File: config.mk
export PLATFORM = sky130hd
export DESIGN_NAME = sprite_line_mapper
export DESIGN_NICKNAME = d
export VERILOG_FILES = /design/src/rtl/sprite_line_mapper.sv
export SDC_FILE = /design/constraint.sdc
export NUM_CORES = 1
export LEC_CHECK = 0
export ABC_CLOCK_PERIOD_IN_PS = 14200
export CELL_PAD_IN_SITES_DETAIL_PLACEMENT = 0
export CELL_PAD_IN_SITES_GLOBAL_PLACEMENT = 2
export CORE_ASPECT_RATIO = 1.75
export CORE_MARGIN = 2
export CORE_UTILIZATION = 35
export CTS_CLUSTER_SIZE = 10
export DETAILED_ROUTE_END_ITERATION = 10
export GPL_TIMING_DRIVEN = 0
export PLACE_DENSITY = 0.84
export SLEW_MARGIN = 25
export SYNTH_ARGS = -nofsm -noshare
export SYNTH_HDL_FRONTEND = slang
export SYNTH_SLANG_ARGS = --single-unit
File: constraint.sdc
create_clock -name Clk -period 14.2 [get_ports Clk]
set_input_delay 2.84 -clock Clk [delete_from_list [all_inputs] [get_ports Clk]]
set_output_delay 2.84 -clock Clk [all_outputs]
set_load 0.02 [all_outputs]
File: src/rtl/sprite_line_mapper.sv
// Per-scanline sprite mapper: a blanking-time scan builds a slot set for the next line,
// and a registered lookup resolves the highest-priority sprite under DrawX from that set.
module sprite_line_mapper #(
    parameter int NUM_SPRITES  = 16,
    parameter int MAX_PER_LINE = 8,
    parameter int SIZE_LOG2    = 5,
    parameter int COORD_W      = 10,
    parameter int ID_W         = 4
) (
    input  logic                           Clk,
    input  logic                           Reset,
    input  logic                           eval_start,
    input  logic [COORD_W-1:0]             eval_y,
    input  logic [COORD_W-1:0]             DrawX,
    input  logic [NUM_SPRITES*COORD_W-1:0] PosX_flat,
    input  logic [NUM_SPRITES*COORD_W-1:0] PosY_flat,
    input  logic [NUM_SPRITES*ID_W-1:0]    ID_flat,
    output logic [ID_W-1:0]                spriteIDOut,
    output logic [SIZE_LOG2-1:0]           sPosXOut,
    output logic [SIZE_LOG2-1:0]           sPosYOut,
    output logic                           eval_busy,
    output logic                           line_overflow
);

    localparam int IDX_W = (NUM_SPRITES > 1) ? $clog2(NUM_SPRITES) : 1;
    localparam int CNT_W = $clog2(MAX_PER_LINE + 1);
    localparam logic [ID_W-1:0]    TRANSP   = '1;
    localparam logic [COORD_W:0]   SPAN     = (COORD_W+1)'(2 ** SIZE_LOG2);
    localparam logic [IDX_W-1:0]   LAST_IDX = IDX_W'(NUM_SPRITES - 1);
    localparam logic [CNT_W-1:0]   FULL_CNT = CNT_W'(MAX_PER_LINE);

    typedef enum logic [1:0] {IDLE, SCAN, SWAP} state_t;

    state_t state, next_state;

    logic [IDX_W-1:0]   idx;
    logic [CNT_W-1:0]   cnt;
    logic [COORD_W-1:0] line_y;
    logic               ovf_pend;

    logic                 sh_valid  [MAX_PER_LINE];
    logic [COORD_W-1:0]   sh_x      [MAX_PER_LINE];
    logic [ID_W-1:0]      sh_id     [MAX_PER_LINE];
    logic [SIZE_LOG2-1:0] sh_row    [MAX_PER_LINE];
    logic                 act_valid [MAX_PER_LINE];
    logic [COORD_W-1:0]   act_x     [MAX_PER_LINE];
    logic [ID_W-1:0]      act_id    [MAX_PER_LINE];
    logic [SIZE_LOG2-1:0] act_row   [MAX_PER_LINE];

    logic [COORD_W-1:0]   cur_x, cur_y;
    logic [ID_W-1:0]      cur_id;
    logic [COORD_W:0]     dy, dx;
    logic                 cur_hit;
    logic [ID_W-1:0]      win_id;
    logic [SIZE_LOG2-1:0] win_sx, win_sy;

    always_ff @(posedge Clk) begin
        if (Reset) state <= IDLE;
        else       state <= next_state;
    end

    always_comb begin
        next_state = state;
        case (state)
            IDLE:    if (eval_start) next_state = SCAN;
            SCAN:    if (idx == LAST_IDX) next_state = SWAP;
            SWAP:    next_state = IDLE;
            default: next_state = IDLE;
        endcase
    end

    assign eval_busy = (state != IDLE);

    always_comb begin
        cur_x  = '0;
        cur_y  = '0;
        cur_id = TRANSP;
        for (int i = 0; i < NUM_SPRITES; i++) begin
            if (idx == IDX_W'(i)) begin
                cur_x  = PosX_flat[i*COORD_W +: COORD_W];
                cur_y  = PosY_flat[i*COORD_W +: COORD_W];
                cur_id = ID_flat[i*ID_W +: ID_W];
            end
        end
    end

    // Extra top bit catches line_y < PosY as a borrow, so positions never wrap onto low lines
    assign dy      = {1'b0, line_y} - {1'b0, cur_y};
    assign cur_hit = (cur_id != TRANSP) && !dy[COORD_W] && (dy < SPAN);

    always_ff @(posedge Clk) begin
        if (Reset) begin
            idx           <= '0;
            cnt           <= '0;
            line_y        <= '0;
            ovf_pend      <= 1'b0;
            line_overflow <= 1'b0;
            for (int s = 0; s < MAX_PER_LINE; s++) begin
                sh_valid[s]  <= 1'b0;
                act_valid[s] <= 1'b0;
            end
        end else begin
            case (state)
                IDLE: begin
                    if (eval_start) begin
                        line_y   <= eval_y;
                        idx      <= '0;
                        cnt      <= '0;
                        ovf_pend <= 1'b0;
                        for (int s = 0; s < MAX_PER_LINE; s++) sh_valid[s] <= 1'b0;
                    end
                end
                SCAN: begin
                    // Slots fill in table order, so slot index doubles as priority
                    if (cur_hit) begin
                        if (cnt < FULL_CNT) begin
                            for (int s = 0; s < MAX_PER_LINE; s++) begin
                                if (cnt == CNT_W'(s)) begin
                                    sh_valid[s] <= 1'b1;
                                    sh_x[s]     <= cur_x;
                                    sh_id[s]    <= cur_id;
                                    sh_row[s]   <= dy[SIZE_LOG2-1:0];
                                end
                            end
                            cnt <= cnt + CNT_W'(1);
                        end else begin
                            ovf_pend <= 1'b1;
                        end
                    end
                    idx <= idx + IDX_W'(1);
                end
                SWAP: begin
                    for (int s = 0; s < MAX_PER_LINE; s++) begin
                        act_valid[s] <= sh_valid[s];
                        act_x[s]     <= sh_x[s];
                        act_id[s]    <= sh_id[s];
                        act_row[s]   <= sh_row[s];
                    end
                    line_overflow <= ovf_pend;
                end
                default: ;
            endcase
        end
    end

    // Walk slots high to low so the lowest-index hit is the one left standing
    always_comb begin
        win_id = TRANSP;
        win_sx = '0;
        win_sy = '0;
        dx     = '0;
        for (int s = MAX_PER_LINE - 1; s >= 0; s--) begin
            dx = {1'b0, DrawX} - {1'b0, act_x[s]};
            if (act_valid[s] && !dx[COORD_W] && (dx < SPAN)) begin
                win_id = act_id[s];
                win_sx = dx[SIZE_LOG2-1:0];
                win_sy = act_row[s];
            end
        end
    end

    always_ff @(posedge Clk) begin
        if (Reset) begin
            spriteIDOut <= TRANSP;
            sPosXOut    <= '0;
            sPosYOut    <= '0;
        end else begin
            spriteIDOut <= win_id;
            sPosXOut    <= win_sx;
            sPosYOut    <= win_sy;
        end
    end

endmodule

### Word-level counts from Yosys, hierarchy flattened

Memory sizes are Yosys's and may differ from the RTL's.
Index checks and enable logic that the tools add are counted.

* register bits after elaboration: 36
* memories kept: 8
* memory bits (writable): 320
* input bits: 407
* word-level logic and storage cells: 378

* $lt $le $gt $ge: 10
* muxes and demuxes: 228
* reduce and logical (&&, ||, !) cells: 58
* bitwise operators: 24
* equality and inequality tests: 30
* $add $sub $neg: 11

Memory list
* act_x: words 8, bits a word 10, read ports 8, clocked after Yosys merged registers in 0, wr ports 8, RTL line 46 `logic [COORD_W-1:0] act_x [MAX_PER_LINE];`
* sh_x: words 8, bits a word 10, read ports 8, clocked after Yosys merged registers in 0, wr ports 1, RTL line 42 `logic [COORD_W-1:0] sh_x [MAX_PER_LINE];`
* act_row: words 8, bits a word 5, read ports 8, clocked after Yosys merged registers in 0, wr ports 8, RTL line 48 `logic [SIZE_LOG2-1:0] act_row [MAX_PER_LINE];`
* sh_row: words 8, bits a word 5, read ports 8, clocked after Yosys merged registers in 0, wr ports 1, RTL line 44 `logic [SIZE_LOG2-1:0] sh_row [MAX_PER_LINE];`
* act_id: words 8, bits a word 4, read ports 8, clocked after Yosys merged registers in 0, wr ports 8, RTL line 47 `logic [ID_W-1:0] act_id [MAX_PER_LINE];`
* sh_id: words 8, bits a word 4, read ports 8, clocked after Yosys merged registers in 0, wr ports 1, RTL line 43 `logic [ID_W-1:0] sh_id [MAX_PER_LINE];`
* +2 memories

Operators with widths (number)
* $mux 10: 39
* $mux 4: 34
* $mux 5: 23
* $mux 1: 105
* $lt 11x6->1 const B: 9
* $sub 10x10->11: 9
* $reduce_or 10->1: 7
* $mux 3: 21
* $reduce_or 5->1: 7
* $eq 4x3->1 const B: 8
* $eq 4x4->1 const B: 8
* $reduce_or 4->1: 7
* $or 1x1->1: 24
* $logic_and 1x1->1: 18
* $eq 4x2->1 const B: 4
* $pmux 4 s2: 2
* $ne 2x2->1 const B: 5
* $logic_not 1->1: 9
* $add 4x1->4 const B: 2
* $eq 4x1->1 const B: 2
* $logic_not 4->1: 2
* $reduce_and 4->1: 2
* $reduce_and 2->1: 3
* $lt 4x4->1 const B: 1
* other kinds (8): 10

### Longest topological paths before layout

* depth in word-level cells: 33
* depth in mapped cells: 23
* mapped depth without buffers: 20

### Worst setup path after synthesis

No wires, ideal clock.

* kind: input port to flip-flop
* from: in Reset
* to: mem act_valid[0][0] (data pin)
* buffers on the path: 2
* library setup time: 0.180 ns
* required time: 14.020 ns
* stages: 4
* setup slack: 3.801 ns
* arrival: 10.219 ns
* cells stage by stage: clkbuf_1 -> clkbuf_1 -> nor2_1 -> and2_1

RTL lines
* start, declared: RTL line 11 `input logic Reset,`
* end, declared: RTL line 45 `logic act_valid [MAX_PER_LINE];`

### Worst setup path in the final report

* from: in PosY_flat[10]
* to: mem sh_row[2][3] (netlist: sh_row[0][13]), enable pin

* word-level cells in the longest chain between the ends: 31
* elaborated cells on any way between the ends: 73

RTL lines
* start, declared: RTL line 16 `input logic [NUM_SPRITES*COORD_W-1:0] PosY_flat,`
* $mux 10 (*) (15 in series): RTL line 79 `if (idx == IDX_W'(i)) begin`
* $sub 10x10->11 (*): RTL line 88 `assign dy = {1'b0, line_y} - {1'b0, cur_y};`
* parallel branches: the longest is 2 deep, another holds $lt 11x6->1
* $logic_and 1x1->1 (*): RTL line 89 `assign cur_hit = (cur_id != TRANSP) && !dy[COORD_W] && (dy < SPAN);`
* $mux 1: RTL line 115 `if (cur_hit) begin`
* $mux 1: RTL line 103 `case (state)`
* $mux 1: RTL line 92 `if (Reset) begin`
* $mux 1 (implied by the code): RTL line 122 `sh_row[s] <= dy[SIZE_LOG2-1:0];`
* $reduce_or 5->1 (no source line)
* $mux 3 (no source line) or $mux 1 (tied branches) (7 in series)
* end, declared: RTL line 44

Every way passes the cells marked *.

==> flow_metrics.tcl <==
set metrics [dict create \
    fillers 4896 \
    seq_area_um2 10300 \
    cts_resized 0 \
    hold_buffers 0 \
    clockRootBuffer "clkbuf_16" \
    place.gp.congestion 0.947 \
    synth_top_area_share_pct 50.4 \
    initialDrtViolationCount 1620 \
    irDropWorstVdd_mv 0.0721 \
    grt_pass1_vias 17300 \
    synth_edf_count 317 \
    wl_per_cell_um 28.8 \
    path_max_fanout 10 \
    yosys_warnings 0 \
    tns_ps 0 \
    yosysSeqAreaShare_pct 54.5 \
    cp_data_required_time_ps 14430 \
    rows 112 \
    multi_input_area_um2 7950 \
    initial_core_util_pct 35.4 \
    die_area_um2 55900 \
    vias_per_cell 5.83 \
    coreArea_um2 53400 \
    synth-seq-cells 356 \
    pin_count 423 \
    cts_setup_buffers 0 \
    cap_viol_max_count 0 \
    grt_pass1_wl_mm 117 \
    overflow 0 \
    firstDrtPassIters 5 \
    cp_data_arrival_time_ps 8670 \
    synthesis.area_um2 18900 \
    post-route-min-period_ps 8450 \
    design_area_um2 25700 \
    layout-drive-gt1-share_pct 7.05 \
    antenna_found_initial 11 \
    p_leak_uw 0.00917 \
    synthCells 1690 \
    io_buffers 421 \
    max_freq_mhz 118 \
    crit_type "in -> reg" \
    rsz0062_at_grt "no" \
    worst_pin_slew_ps 1170 \
    finalCritPeriodShare_pct 59.5 \
    htree_levels 2 \
    synth.top_cells.by_area "edfxtp_1, ha_1, dfxtp_1, a221oi_1, o21ai_0" \
    drtAntennaViolNets 0 \
    synth.avg_cell_area_um2 11.2 \
    clkLatencyLatePin_ps 540 \
    cts_tree "built" \
    clock_skew_ps 18.8 \
    yosysTopAreaCell "edfxtp_1" \
    syn2layout_area_growth_pct 36.3 \
    ys.flop_type "edfxtp_1" \
    slew_headroom_pct 21.9 \
    die_w_um 180 \
    endpoint_kind "flop" \
    maxSlewViolCount 0 \
    power_density_nw_per_um2 98.5 \
    min_path_type "reg -> reg" \
    grtUsageTotal_pct 29.0 \
    setup_violations 0 \
    vias 17000 \
    async_flop_share_pct 0 \
    clkSinkCount 356 \
    hold_violations 0 \
    grt_start_max_net_pins 31 \
    fin_nets 2709 \
    start_kind "input pin" \
    numCtsBuffers 41 \
    drc_errors 0 \
    syn-num-nets 2205 \
    clk_pin_slew_ps 60 \
    placedInstanceArea_um2 24500 \
    wl_mm 84.1 \
    outcome "finished clean" \
    die_h_um 311 \
    cts_buffer_depth 3 \
    synth_cell_types 85 \
    r2r_setup_slack_ps 6110 \
    hpwl_mm 68.8 \
]
path summary, 6_finish.rpt:
check	to	startpoint	cells past startpoint
setup / recovery	sh_row[0][13]	PosY_flat[10]	22
hold / removal	act_id[1][9]	sh_id[1][9]	0
hold reg to reg	act_id[1][9]	sh_id[1][9]	0
setup reg to reg	sh_row[0][13]	idx[0]	24
per-layer routing:
layer / vias to the layer above / share of wire (%) / routed length (um) / global-route usage (%)
li1: 7618 / - / - / -
met1: 8266 / 35 / 29500 / 31.3
met2: 946 / 51 / 43100 / 52.9
met3: 194 / 7.2 / 6050 / 4.71
met4: 2 / 6.5 / 5480 / 17.4
met5: - / 0.013 / 11 / 0
cells in the mapped netlist (7+ instances only):
master and count:
a2111oi_0 7, a211oi_1 22, a21o_1 12, a21oi_1 90, a221o_1 13, a221oi_1 76, a22oi_1 30, a311o_1 7
a31oi_1 15, a32oi_1 8, and2_1 10, buf_1 9, buf_2 13, clkbuf_1 58, dfxtp_1 39, edfxtp_1 317
fa_1 9, ha_1 99, inv_1 116, nand2_1 91, nand2b_1 20, nand3_1 30, nor2_1 122, nor2b_1 38
nor3_1 54, nor3b_1 12, nor4b_1 11, o211ai_1 22, o21a_1 18, o21ai_0 98, o21ai_1 23, o221ai_1 33
o22ai_1 21, o311ai_0 8, o31ai_1 17, xnor2_1 7
sequential cells by signal (all words and copies together) (netlist names):
register / count
sh_valid: 8
sh_id: 32
state: 2
spriteIDOut: 4
cnt: 4
act_row: 40
sh_x: 80
act_valid: 8
act_id: 32
ovf_pend: 1
idx: 4
sPosXOut: 5
line_y: 10
sh_row: 40
sPosYOut: 5
line_overflow: 1
act_x: 80
worst max-delay path: stages:
cell and delay (ps):
clkdlybuf4s50_1 410, a221oi_1 400, nor3_1 80, a211oi_1 220, a21oi_1 70, o311a_1 140, a2111oi_0 530, o21ai_1 210
ha_1 260, fa_1 430, nand2b_1 190, a21oi_1 200, o21a_1 210, nor3_1 60, a211oi_1 230, o311ai_1 180
nand3b_2 360, buf_4 260, nor4b_2 590, buf_2 340, buf_2 230, buf_2 220
stage by stage:
| stage | std cells | utilization (%) | hold WS, ps | power (uW) | setup slack, ps |
|---|---|---|---|---|---|
| floorplan | 1690 | - | 400 | 1340 | 3800 |
| global placement | 2795 | 44.9 | 400 | 1570 | 505 |
| detailed placement | 2835 | 45.9 | 405 | 1580 | 5250 |
| CTS | 2911 | 48.2 | 403 | 2540 | 5800 |
| global route | 2920 | 48.2 | 418 | 2610 | 5490 |
| finish | 2920 | 48.2 | 404 | 2540 | 5750 |
placed cells by master, fill, tap and decap left out, types with 43 or more instances in the layout:
cell type / instances
nand2_1: 91
nor2_1: 120
a221oi_1: 76
a21oi_1: 89
o21ai_0: 98
clkbuf_1: 88
inv_1: 116
clkbuf_16: 43
ha_1: 99
clkdlybuf4s50_1: 421
edfxtp_1: 317
cells by family (layout without fill, tap and decap cells):
logic type | after synthesis | after routing | synth area share (%)
compound gates | 565 | 565 | 21.1
simple gates | 432 | 432 | 11.5
flops | 356 | 356 | 54.5
buf+inv | 207 | 744 | 4.28
fa+ha+maj | 108 | 108 | 7.51
xor+xnor | 11 | 11 | 0.510
mux | 11 | 11 | 0.629
other cells | 0 | 9 | 0
layout make-up:
class                           instances  share of cell area [%]
Clock buffer                           74                    4.67
Antenna cell                            9                  0.0875
Tap cell                              684                    3.32
Sequential cell                       356                    40.0
Buffer                                 84                    1.35
Timing Repair Buffer                  461                    17.8
Inverter                              123                    1.79
Multi-Input combinational cell       1127                    30.9
Clock inverter                          2                  0.0486
where the power goes:
part           total (uW)  internal [uW]  switching (uW)
sequential           1160           1160            3.51
clock                 972            569             404
combinational         400            182             218
Note: power is estimated with default switching activity, not from simulation.
